`src/rtl/instr_fetch_unit.sv`:
```
// ---------------------------------------------------------------------------
// instr_fetch_unit
//
// Producer side of the instruction interface. Fetches one 16-bit word (two
// words for MOV immediate / MOV direct) from program memory over a req/ack
// handshake, presents it to the control unit with a one-cycle reset_cycle
// pulse, then waits for instr_done before advancing or branching.
//
// Build option:
//   FETCH_TIMEOUT_EN  - when defined, a request left unacknowledged for
//                       TIMEOUT consecutive cycles aborts the fetch, sets the
//                       sticky fetch_fault flag and parks the unit in FAULT
//                       until reset. When undefined, fetches wait forever and
//                       fetch_fault is tied low.
//
// The MOV opcode comes from the `MOV macro (5 bits); a default is supplied
// below if the surrounding build does not define it.
//
// Ports:
//   clk          in   system clock, posedge
//   reset_n      in   synchronous active-low reset
//   mem_req      out  memory read request
//   mem_addr     out  read address (equals pc while mem_req=1)
//   mem_rdata    in   read data, valid with mem_ack
//   mem_ack      in   read acknowledge, one cycle per request
//   instr_done   in   control unit finished the current instruction
//   branch_en    in   redirect pc to branch_addr (sampled with instr_done)
//   branch_addr  in   branch target
//   halt         in   suppress new fetches (sampled in IDLE only)
//   instruction  out  current instruction word
//   operand      out  second word of two-word instructions, otherwise 0
//   instr_valid  out  instruction/operand valid and stable
//   reset_cycle  out  one-cycle pulse at issue
//   pc           out  address of the next word to fetch
//   fetch_fault  out  sticky fetch timeout flag
//
// state     | meaning
// ----------+-----------------------------------------------------------
// S_IDLE    | waiting for halt=0 to start a fetch
// S_FETCH_I | requesting the instruction word
// S_FETCH_O | requesting the operand word (req re-raised after a gap)
// S_ISSUE   | single cycle: reset_cycle=1, instr_valid=1
// S_EXEC    | holding the instruction until instr_done
// S_FAULT   | fetch timed out; parked until reset (timeout build only)
// ---------------------------------------------------------------------------
`ifndef MOV
`define MOV 5'b00100
`endif

module instr_fetch_unit #(
  parameter int                ADDR_W   = 16,
  parameter logic [ADDR_W-1:0] RESET_PC = '0,
  parameter int                TIMEOUT  = 15
) (
  input  logic              clk,
  input  logic              reset_n,
  output logic              mem_req,
  output logic [ADDR_W-1:0] mem_addr,
  input  logic [15:0]       mem_rdata,
  input  logic              mem_ack,
  input  logic              instr_done,
  input  logic              branch_en,
  input  logic [ADDR_W-1:0] branch_addr,
  input  logic              halt,
  output logic [15:0]       instruction,
  output logic [15:0]       operand,
  output logic              instr_valid,
  output logic              reset_cycle,
  output logic [ADDR_W-1:0] pc,
  output logic              fetch_fault
);

  typedef enum logic [2:0] {
    S_IDLE,
    S_FETCH_I,
    S_FETCH_O,
    S_ISSUE,
    S_EXEC
`ifdef FETCH_TIMEOUT_EN
    , S_FAULT
`endif
  } state_t;

  state_t            state_q, state_d;
  logic [ADDR_W-1:0] pc_d;
  logic [15:0]       instruction_d, operand_d;
  logic              instr_valid_d, reset_cycle_d, mem_req_d;
  logic              ack_ok, two_word;

  // pc is a plain register, so mem_addr stays a registered output.
  assign mem_addr = pc;
  assign ack_ok   = mem_req && mem_ack;
  assign two_word = (mem_rdata[15:11] == `MOV) &&
                    ((mem_rdata[10:8] == 3'b001) || (mem_rdata[10:8] == 3'b011));

`ifdef FETCH_TIMEOUT_EN
  localparam int TW = (TIMEOUT > 1) ? $clog2(TIMEOUT + 1) : 1;
  logic [TW-1:0] to_cnt_q, to_cnt_d;
  logic          fetch_fault_d;
`else
  localparam int unused_timeout = TIMEOUT;
  assign fetch_fault = 1'b0;
`endif

  always_comb begin
    state_d       = state_q;
    pc_d          = pc;
    instruction_d = instruction;
    operand_d     = operand;
    instr_valid_d = instr_valid;
    reset_cycle_d = 1'b0;
    mem_req_d     = mem_req;
`ifdef FETCH_TIMEOUT_EN
    to_cnt_d      = to_cnt_q;
    fetch_fault_d = fetch_fault;
`endif

    case (state_q)
      S_IDLE: begin
        if (!halt) begin
          state_d   = S_FETCH_I;
          mem_req_d = 1'b1;
        end
      end
      S_FETCH_I: begin
        if (ack_ok) begin
          instruction_d = mem_rdata;
          pc_d          = pc + ADDR_W'(1);
          mem_req_d     = 1'b0;
          if (two_word) begin
            state_d = S_FETCH_O;
          end else begin
            operand_d     = '0;
            state_d       = S_ISSUE;
            reset_cycle_d = 1'b1;
            instr_valid_d = 1'b1;
          end
        end
      end
      S_FETCH_O: begin
        if (ack_ok) begin
          operand_d     = mem_rdata;
          pc_d          = pc + ADDR_W'(1);
          mem_req_d     = 1'b0;
          state_d       = S_ISSUE;
          reset_cycle_d = 1'b1;
          instr_valid_d = 1'b1;
        end else if (!mem_req) begin
          // first FETCH_O cycle runs with req low, guaranteeing a gap
          mem_req_d = 1'b1;
        end
      end
      S_ISSUE: begin
        state_d = S_EXEC;
      end
      S_EXEC: begin
        if (instr_done) begin
          instr_valid_d = 1'b0;
          if (branch_en) pc_d = branch_addr;
          state_d = S_IDLE;
        end
      end
      default: begin
        state_d = state_q;
      end
    endcase

`ifdef FETCH_TIMEOUT_EN
    // Down-counter: loaded when a request is raised, terminal count at zero
    // means TIMEOUT request cycles have gone by without an ack.
    if (!mem_req && mem_req_d) begin
      to_cnt_d = TW'(TIMEOUT - 1);
    end else if (mem_req && !mem_ack) begin
      if (to_cnt_q == '0) begin
        mem_req_d     = 1'b0;
        fetch_fault_d = 1'b1;
        instr_valid_d = 1'b0;
        state_d       = S_FAULT;
      end else begin
        to_cnt_d = to_cnt_q - TW'(1);
      end
    end
`endif
  end

  always_ff @(posedge clk) begin
    if (!reset_n) begin
      state_q     <= S_IDLE;
      pc          <= RESET_PC;
      instruction <= '0;
      operand     <= '0;
      instr_valid <= 1'b0;
      reset_cycle <= 1'b0;
      mem_req     <= 1'b0;
`ifdef FETCH_TIMEOUT_EN
      to_cnt_q    <= '0;
      fetch_fault <= 1'b0;
`endif
    end else begin
      state_q     <= state_d;
      pc          <= pc_d;
      instruction <= instruction_d;
      operand     <= operand_d;
      instr_valid <= instr_valid_d;
      reset_cycle <= reset_cycle_d;
      mem_req     <= mem_req_d;
`ifdef FETCH_TIMEOUT_EN
      to_cnt_q    <= to_cnt_d;
      fetch_fault <= fetch_fault_d;
`endif
    end
  end

endmodule

```
`config.mk`:
```
export PLATFORM = sky130hd
export DESIGN_NAME = instr_fetch_unit
export DESIGN_NICKNAME = d
export VERILOG_FILES = /design/src/rtl/instr_fetch_unit.sv
export SDC_FILE = /design/constraint.sdc
export NUM_CORES = 1
export LEC_CHECK = 0
export CAP_MARGIN = 10
export CELL_PAD_IN_SITES_DETAIL_PLACEMENT = 1
export CELL_PAD_IN_SITES_GLOBAL_PLACEMENT = 2
export CORE_MARGIN = 3
export CORE_UTILIZATION = 24
export CTS_BUF_LIST = sky130_fd_sc_hd__clkbuf_16
export DETAILED_ROUTE_END_ITERATION = 7
export HOLD_SLACK_MARGIN = 0.08
export PLACE_DENSITY_LB_ADDON = 0.1
export SYNTH_ARGS = -nofsm -noshare
export SYNTH_HDL_FRONTEND = slang
export SYNTH_SLANG_ARGS = --single-unit
```
`constraint.sdc`:
```
create_clock -name clk -period 2.1 [get_ports clk]
set_input_delay 0.42 -clock clk [delete_from_list [all_inputs] [get_ports clk]]
set_output_delay 0.42 -clock clk [all_outputs]
set_load 0.05 [all_outputs]
```
==> run_results.csv <==
group,metric,value,unit
sta,rsz0062_at_grt,"false",
global_route,grt_start_max_net_pins,22,
sta,fin_crit,2.036,ns
detailed_routing,wirelength,10200,um
pwr,p_int,1.745,mW
worst_setup_path,crit_type,"register to primary output",
clock_network,cts_buffers,5,
worst_setup_path,crit_required,1.68,ns
logic_synthesis,ys.warnings.count,0,
final_layout,drive_gt1_frac,0.1693,
worst_setup_path,path_cells,"clkdlybuf4s50_1",
pwr,p_clk_frac,0.424,
global_route,gr-total-overflow,0,
pwr,combPwrFrac,0.125,
worst_hold_path,hold_class,"register to register",
detailed_routing,via_count,2892,
logic_synthesis,yosys-top-cells-area,"dfxtp_1, nand2_1, mux2i_1, a21oi_1, buf_4",
clock_network,cts.sinks,54,
final_layout,seq_area,0.001081,mm^2
worst_setup_path,crit-reg2reg-launch,"state_q[1]",
worst_setup_path,worstPathMaxFanout,7,
sta,min_period_over_period,0.9694,
final_layout,synthToLayoutAreaGrowth,50.20,%
pwr,seqPwrFrac,0.451,
logic_synthesis,synth_seq_cells,54,
final_layout,multiInputGateArea,0.001505,mm^2
worst_setup_path,crit_slowest_cell,"clkdlybuf4s50_1",
worst_setup_path,path_buf_inv,1,
worst_setup_path,crit_family,"buffers and inverters",
sta,maxSlewViolCount,0,
floorplanning,fp.dieH,114.3,um
worst_setup_path,startpoint,"mem_addr[11]",
logic_synthesis,yosysMostFrequentCell,"nand2_1",
clock_network,cts_tree,"built",
placed_design,dp_hpwl,7618,um
logic_synthesis,synth-edff-count,0,
pwr,p_leak,1.619,nW
worst_setup_path,slowest_delay,0.86,ns
final_layout,fillCellCount,1311,
pwr,power.switching,593.5,uW
pwr,p_total,2.338,mW
floorplanning,core,0.01117,mm^2
placed_design,dp_slack,-0.2315,ns
detailed_routing,routed_via_density,4.910,
floorplanning,floorplan.initialDensity,0.2521,
logic_synthesis,synth-seq-area-share,0.3838,
detailed_routing,wl_per_cell,17.31,um
sta,setup_ws,0.06417,ns
detailed_routing,drtIter0Drc,94,
logic_synthesis,yosys_most_used_dff,"dfxtp_1",
worst_setup_path,reg2reg_depth,5,
pwr,peakVddDrop,0.3533,mV
final_layout,nNetsFinal,487,
logic_synthesis,synth_commonest_cells,"nand2_1, dfxtp_1, a21oi_1",
run_status,status,"completed",
sta,setup_viol,0,
clock_network,htreeDepth,2,
floorplanning,dieArea,0.01307,mm^2
sta,hold_ws,0.4598,ns
logic_synthesis,yosysTopAreaCell,"dfxtp_1",
detailed_routing,drc_errors,0,
final_layout,final_core_util,0.3786,
logic_synthesis,avgSynthCellArea,8.187,um^2
logic_synthesis,synth.top_cell.area_share,0.3838,
floorplanning,dieWidth,114.3,um
global_route,grt_pass1_wl,16330,um
clock_network,clk_pin_slew_worst_paths,0.08,ns
logic_synthesis,synthCells,344,
clock_network,cts_root_buf,"clkbuf_16",
floorplanning,fp-row-count,38,
run,maxCapViolations,0,
worst_setup_path,endpoint_kind,"primary output",
global_route,grt_antenna_before_repair,0,
worst_setup_path,cp-start-kind,"register",
placed_design,place_congestion,0.7712,
global_route,first_global_vias,2957,
pwr,power.density,552.8,mW/mm^2
logic_synthesis,async_flop_share,0,
logic_synthesis,syn_nets,383,
detailed_routing,drtPass1Iterations,4,
placed_design,io_buffers,104,
worst_setup_path,r2r_setup_slack,0.21,ns
pwr,p_sw_frac,0.2538,
sta,tightest_slew,0.6700,ns
clock_network,insertion_delay,0.29,ns
worst_setup_path,endpoint,"mem_addr[11]",
floorplanning,ios,106,
sta,finClkSkew,0.004805,ns
worst_setup_path,worstPathArrival,1.62,ns
global_route,grt_util_all_layers,0.1566,
detailed_routing,ant_nets,0,
logic_synthesis,ys_types,54,
final_layout,antenna_cells,0,
sta,max_freq,491.2,MHz
logic_synthesis,synthesis.area,0.002816,mm^2
worst_setup_path,r2r_end,"mem_addr[13]",
clock_network,clock_path_buffers,2,
sta,slew_headroom,0.5528,
sta,final_hold_viol_count,0,
worst_setup_path,cp_num_cells,1,
clock_network,cts_setup_buffers,0,
-- metrics by stage --
| stage | cell area [um^2] | cells | setup TNS (ns) |
|---|---|---|---|
| after floorplan | 2816 | 344 | 0 |
| after CTS | 4219 | 589 | 0 |
| after global routing | 4230 | 589 | 0 |
| after detailed placement | 4046 | 581 | -3.658 |
| final | 4230 | 589 | 0 |
| after global placement | 4046 | 581 | -3.030 |
-- layer usage --
metal  up-vias  global-route usage  routed length [um]
met5         -                   0                   0
met4         0             0.03405                 106
met3         7             0.04440                 720
met2        80              0.2518                4663
met1      1387              0.2094                4705
li1       1418                   -                   -
-- flip-flops by register name (all words and copies together), names as in the netlist --
name and count:
instr_valid 1, instruction 16, mem_addr 16, mem_req 1, operand 16, reset_cycle 1, state_q 3
-- power groups by stage --
stage                     Clock [mW]  Combinational (mW)  Sequential [mW]
after floorplan                    0              0.0998             1.11
after global placement             0               0.294             1.08
after detailed placement           0               0.294             1.08
after CTS                       1.02               0.296             1.06
after global routing            1.06               0.314             1.06
final                          0.991               0.292             1.06
-- cell usage in the layout, fill, tap and decap left out, types with 2 or more instances in the layout --
cell type,n
and2_1,3
clkdlybuf4s50_1,85
o221a_2,7
or4_1,2
a22oi_1,6
inv_1,2
nand4_1,2
a21o_1,2
nor3b_1,3
dfxtp_1,54
a21oi_1,34
nand4b_1,2
o31a_1,3
mux2i_1,18
o21ai_0,4
nand2_1,84
a41oi_1,5
buf_4,47
nor2_1,14
nor4_1,4
buf_12,3
a211oi_1,2
dlymetal6s2s_1,2
and3_1,5
nand3_1,3
a31oi_1,5
o22ai_1,5
nand2b_1,5
nor3_1,2
o32ai_1,4
clkbuf_16,5
-- worst reg2reg max path, delay by kind of cell (launching register included) --
kind | cells | cell delay, ns
and+or+nand+nor | 1 | 0.24
DFF | 1 | 0.65
buffers and inverters | 1 | 0.18
AOI/OAI and AO/OA | 3 | 0.69
-- repair_timing --
| item | CTS | global route |
|---|---|---|
| endpoints found under the setup margin | 0 | 13 |
| hold buffers | 0 | 0 |
| resized for setup | 0 | 3 |
-- kinds of logic (layout without fill, tap and decap cells) --
| logic type | Yosys count | in the layout | share of synthesized area |
|---|---|---|---|
| AO/OA/AOI/OAI | 83 | 83 | 0.1999 |
| adder cells (fa/ha/maj) | 1 | 1 | 0.004442 |
| buffers and inverters | 42 | 147 | 0.08751 |
| flip-flops | 54 | 54 | 0.3838 |
| multiplexers | 18 | 18 | 0.06397 |
| other | 1 | 1 | 0.001331 |
| AND/OR/NAND/NOR | 145 | 145 | 0.2590 |
-- worst min path at each step --
stage	start	end	slack (ns)	depth (start not counted)
6_report	instruction[0]	instruction[0]	0.46	2
2_1_floorplan	instr_done	instr_valid	0.53	1
3_5_place_dp	instruction[13]	instruction[13]	0.45	2
3_3_place_gp	operand[4]	operand[4]	0.44	2
4_1_cts	instruction[6]	instruction[6]	0.46	2
5_1_grt	instruction[7]	instruction[7]	0.48	2
-- layout make-up --
cell class,instances,area share
repair buffers,137,0.3046
clock inverters,3,0.01124
clock buffers,5,0.02958
multi-input cells,248,0.3558
well taps,140,0.04141
flip-flops and latches,54,0.2555
inverters,2,0.001775
Note: power is estimated with default switching activity, not from simulation.
